File: src/rtl/ffsr_spike_binary_array_pkg.sv
// Shared types for the FFSR spike-binary counter array: readout states and counter mode constants.
package ffsr_pkg;

  typedef enum logic {
    IDLE  = 1'b0,
    SHIFT = 1'b1
  } rd_state_e;

  localparam bit MODE_SAT  = 1'b1;
  localparam bit MODE_WRAP = 1'b0;

endpackage

File: src/rtl/ffsr_chan_counter.sv
// One up/down spike counter with saturate-or-wrap behaviour and a sticky over/underflow flag.
module ffsr_chan_counter
  import ffsr_pkg::*;
#(
  parameter int unsigned WIDTH  = 3,
  parameter bit          SAT_EN = MODE_SAT
) (
  input  logic             clk,
  input  logic             rst_n,
  input  logic             inc,
  input  logic             dec,
  input  logic             clr,
  output logic [WIDTH-1:0] count,
  output logic             ovf
);

  // clr wins; simultaneous inc and dec cancel out
  always_ff @(posedge clk or negedge rst_n) begin
    if (!rst_n) begin
      count <= '0;
      ovf   <= 1'b0;
    end else if (clr) begin
      count <= '0;
      ovf   <= 1'b0;
    end else if (inc && !dec) begin
      if (count == '1) begin
        ovf <= 1'b1;
        if (SAT_EN == MODE_WRAP) count <= '0;
      end else begin
        count <= count + WIDTH'(1);
      end
    end else if (dec && !inc) begin
      if (count == '0) begin
        ovf <= 1'b1;
        if (SAT_EN == MODE_WRAP) count <= '1;
      end else begin
        count <= count - WIDTH'(1);
      end
    end
  end

endmodule

File: src/rtl/ffsr_spike_binary_array.sv
// Array of spike counters plus a readout engine that serialises one channel MSB-first as a spike train.
module ffsr_spike_binary_array
  import ffsr_pkg::*;
#(
  parameter int unsigned CHANNELS = 4,
  parameter int unsigned WIDTH    = 3,
  parameter bit          SAT_EN   = MODE_SAT,
  parameter int unsigned CH_W     = (CHANNELS > 1) ? $clog2(CHANNELS) : 1
) (
  input  logic                      clk,
  input  logic                      rst_n,
  input  logic [CHANNELS-1:0]       inc,
  input  logic [CHANNELS-1:0]       dec,
  input  logic [CHANNELS-1:0]       clr,
  output logic [CHANNELS*WIDTH-1:0] count_out,
  output logic [CHANNELS-1:0]       ovf,
  input  logic                      rd_start,
  input  logic [CH_W-1:0]           rd_ch,
  output logic                      rd_busy,
  output logic                      spike_out,
  output logic                      spike_valid,
  output logic                      rd_done
);

  localparam int unsigned IDX_W = $clog2(WIDTH) + 1;

  logic [WIDTH-1:0] cnt [CHANNELS];

  for (genvar c = 0; c < CHANNELS; c++) begin : g_chan
    ffsr_chan_counter #(
      .WIDTH  (WIDTH),
      .SAT_EN (SAT_EN)
    ) u_cnt (
      .clk   (clk),
      .rst_n (rst_n),
      .inc   (inc[c]),
      .dec   (dec[c]),
      .clr   (clr[c]),
      .count (cnt[c]),
      .ovf   (ovf[c])
    );
    assign count_out[c*WIDTH +: WIDTH] = cnt[c];
  end

  rd_state_e        state, state_n;
  logic [WIDTH-1:0] snap, snap_n;
  logic [IDX_W-1:0] idx, idx_n;
  logic             busy_n, spike_n, valid_n, done_n;
  logic [WIDTH-1:0] sel_val, snap_sh;
  logic             sel_ok;

  // Mux the registered (pre-update) value of the requested channel
  always_comb begin
    sel_val = '0;
    for (int c = 0; c < int'(CHANNELS); c++) begin
      if (rd_ch == CH_W'(c)) sel_val = cnt[c];
    end
    sel_ok = (32'(rd_ch) < CHANNELS);
  end

  always_comb begin
    state_n = state;
    snap_n  = snap;
    idx_n   = idx;
    busy_n  = 1'b0;
    spike_n = 1'b0;
    valid_n = 1'b0;
    done_n  = 1'b0;
    snap_sh = '0;
    case (state)
      IDLE: begin
        if (rd_start && sel_ok) begin
          state_n = SHIFT;
          snap_n  = sel_val;
          idx_n   = IDX_W'(WIDTH - 1);
          busy_n  = 1'b1;
          valid_n = 1'b1;
          spike_n = sel_val[WIDTH-1];
        end
      end
      SHIFT: begin
        // idx names the bit currently on spike_out; rd_start is ignored here
        if (idx == '0) begin
          state_n = IDLE;
        end else begin
          idx_n   = idx - IDX_W'(1);
          snap_sh = snap >> idx_n;
          busy_n  = 1'b1;
          valid_n = 1'b1;
          spike_n = snap_sh[0];
          done_n  = (idx_n == '0);
        end
      end
      default: state_n = IDLE;
    endcase
  end

  always_ff @(posedge clk or negedge rst_n) begin
    if (!rst_n) begin
      state       <= IDLE;
      snap        <= '0;
      idx         <= '0;
      rd_busy     <= 1'b0;
      spike_out   <= 1'b0;
      spike_valid <= 1'b0;
      rd_done     <= 1'b0;
    end else begin
      state       <= state_n;
      snap        <= snap_n;
      idx         <= idx_n;
      rd_busy     <= busy_n;
      spike_out   <= spike_n;
      spike_valid <= valid_n;
      rd_done     <= done_n;
    end
  end

endmodule
File: config.mk
export PLATFORM = sky130hd
export DESIGN_NAME = ffsr_spike_binary_array
export DESIGN_NICKNAME = d
export VERILOG_FILES = /design/src/rtl/ffsr_spike_binary_array_pkg.sv /design/src/rtl/ffsr_chan_counter.sv /design/src/rtl/ffsr_spike_binary_array.sv
export SDC_FILE = /design/constraint.sdc
export NUM_CORES = 1
export LEC_CHECK = 0
export CAP_MARGIN = 15
export CORE_ASPECT_RATIO = 0.7
export CORE_MARGIN = 4
export CORE_UTILIZATION = 37
export CTS_CLUSTER_DIAMETER = 100
export DETAILED_ROUTE_END_ITERATION = 7
export HOLD_SLACK_MARGIN = 0.08
export PLACE_DENSITY_LB_ADDON = 0.05
export SLEW_MARGIN = 0
export SYNTH_ARGS = -nofsm -noshare
export SYNTH_HDL_FRONTEND = slang
export SYNTH_HIERARCHICAL = 1
export SYNTH_SLANG_ARGS = --single-unit
File: constraint.sdc
create_clock -name clk -period 1.9 [get_ports clk]
set_clock_uncertainty 0.15 [all_clocks]
set_input_delay 0.285 -clock clk [delete_from_list [all_inputs] [get_ports clk]]
set_output_delay 0.285 -clock clk [all_outputs]
set_load 0.02 [all_outputs]
==> run metrics <==
TritonRoute pass-1 iters 6; Syn Nets 205; Total Routed Length 4.50 mm; crit path kind input pin to register; Pint 1.29 mW; GRT Residual Overflow 0; Die W 89.9 µm; Post-synth top cells 25 x dfrtp_1, 15 x a21oi_1, 15 x nor2_1; synthesized cell area 1740 µm²; core region area 4430 µm²; share of the synthesized area in the top cell type 36.0%; worst r2r src g_chan[3].u_cnt/count[0]; CP max stage cell clkdlybuf4s50_1; vias 1655; cell taking the most area after synthesis dfrtp_1; P&R area growth vs syn 45.8%; Worst Reg-to-Reg Cells 4; CP Capture Type register; prevailing post-synth register cell dfrtp_1; synth top area cells dfrtp_1 36%, fa_1 4.6%, mux4_1 4.5%; Buf+Inv Stages, Crit Path 1; FF-to-FF End g_chan[3].u_cnt/count[2]; PwrDens 816 nW/µm²; CP Cell Sequence clkdlybuf4s50_1 -> nor2b_4 -> fa_2 -> a22o_1 -> a2111oi_4; Largest delay share family, worst path compound AO/OA/AOI/OAI gates; Antenna Cells 0; Startpoint Class input pin; Lkg Pwr 1.18 nW; Die Y 65.3 µm; number of I/O pins 37; final setup fails 0; Mapped Avg Cell Area 9.59 µm²; DIE AREA 5870 µm²; Residual DRC 0; largest net degree at the start of global routing 26; post-DP HPWL 3.29 mm; Initial Util 39.2%; sw power 0.773 mW; Hold WS 0.231 ns; Power Total 2.06 mW; CTS tree yes; Routed Antenna Nets 0; switching share of total power 37.4%; Logic pwr share 49.4%; layout cell share with drive strength beyond 1 29.0%; CP Data Arrival Time 1.87 ns; post-synth cell types 52; I/O Buffers 36; VDD IR-drop max 0.000304 V; most numerous cell in the Yosys netlist dfrtp_1; max_cap viols 0; sequential power share 35.1%; Post-synth EDFFs 0; CP peak stage delay 0.42 ns; CP required 1.91 ns; vias in the first global route 1738; R2R Setup Slk 0.12 ns; Core Rows 20; Seq/Total Area, Yosys 36.0%; post-synthesis async set-or-reset flop share 100%; GRT Total Usage 16.3%; Max Root-Sink Buffers 2; vias per cell 5.39; nets 277; Slew Viols, Final 0; Tmin final 1.86 ns; first-pass GRT wire length 7.94 mm; TritonCTS Buffers 3; Fin. Hold Viols 0; Detailed Route Iter0 Violations 96; WL/cell 14.6 µm; clock network power share 15.5%; initial antenna violation count 0; root buffer selected by CTS clkbuf_8; status complete, no violations; fin crit share 97.7%; critical-path maximum fanout 3; Syn Inst Count 181; synth warn 6; Tightest Pin Transition 0.416 ns; hold_buf cts 0; GPL Wtd Cong 0.848; fmax 538 MHz; Slew HR 72.1%; clk sinks 25; Worst-Skew Late Latency 0.27 ns; Clock Pin Slew Worst Setup and Hold Paths 0.09 ns; # H-tree levels 1; register bit total from synthesis 25; worst min path class input pin to async pin
==> power groups by stage <==
stage | Combinational, mW | Clock (mW) | Sequential, mW
finish | 1.02 | 0.320 | 0.725
global route | 1.12 | 0.359 | 0.743
CTS | 1.00 | 0.337 | 0.725
detailed placement | 0.985 | 0 | 0.735
global placement | 0.951 | 0 | 0.731
floorplan | 0.520 | 0 | 0.818
==> layout make-up <==
class | count | area [µm²]
Timing Repair Buffer | 70 | 634
Multi-Input combinational cell | 136 | 1080
Fill cell | 381 | 1900
Sequential cell | 25 | 632
Inverter | 17 | 63.8
Clock inverter | 1 | 5.00
Clock buffer | 3 | 41.3
Tap cell | 55 | 68.8
==> worst max-delay path by stage <==
stage | from | slack (ns) | endpoint | cells past startpoint
4_1_cts | inc[3] | 0.002 | g_chan[3].u_cnt/count[2] | 6
3_5_place_dp | inc[0] | -0.40 | g_chan[0].u_cnt/count[1] | 7
5_1_grt | inc[3] | -0.01 | g_chan[3].u_cnt/count[2] | 5
3_3_place_gp | inc[0] | -0.34 | g_chan[0].u_cnt/count[1] | 7
2_1_floorplan | g_chan[3].u_cnt/count[0] | -0.005 | g_chan[3].u_cnt/count[2] | 6
6_report | inc[3] | 0.04 | g_chan[3].u_cnt/count[2] | 5
==> registers in the layout, indices dropped and copies added, names as in the netlist <==
| signal | count |
|---|---|
| g_chan.u_cnt/count | 12 |
| g_chan.u_cnt/ovf | 4 |
| idx | 3 |
| rd_done | 1 |
| snap | 3 |
| spike_out | 1 |
| state | 1 |
==> metal layers <==
| metal | global-route usage, % | vias to the layer above | share of wire, % |
|---|---|---|---|
| met2 | 28.5 | 40 | 48 |
| met4 | 5.34 | 0 | 2.0 |
| li1 | - | 815 | - |
| met5 | 0 | - | 0 |
| met1 | 20.3 | 790 | 46 |
| met3 | 3.55 | 10 | 3.9 |
==> cells by family after synthesis <==
kind of cell	count (synthesis)	share of synthesized area [%]
buffers and inverters	20	5.05
XOR/XNOR	3	1.51
multiplexers	5	5.84
flip-flops	25	36.0
adder cells (fa/ha/maj)	7	6.78
AND/OR/NAND/NOR	59	19.9
AO/OA/AOI/OAI	62	24.9
==> through the flow <==
step / setup TNS [ns] / setup WS [ns] / instance area, µm² / instances / utilization, %
floorplan: -0.00476 / -0.00476 / 1750 / 181 / -
global route: -0.0129 / -0.0129 / 2530 / 307 / 57.1
detailed placement: -1.76 / -0.401 / 2360 / 298 / 53.4
global placement: -1.40 / -0.338 / 2360 / 298 / 53.4
CTS: 0 / 0.00219 / 2460 / 307 / 55.5
finish: 0 / 0.0428 / 2530 / 307 / 57.1
==> cells in the final DEF (no fill, tap or decap), drive strengths merged, types with 6 or more instances in the layout <==
cell	count
a21oi	15
and3	6
buf	34
clkdlybuf4s50	27
dfrtp	25
dlymetal6s2s	8
inv	17
nand2	11
nor2	15
nor2b	6
o21ai	15
==> timing repair <==
item,in CTS,in global routing
pin swaps,4,10
setup buffers,5,0
resized for setup,5,19
endpoints found under the setup margin,4,13
Power figures use the tool's default switching activity.
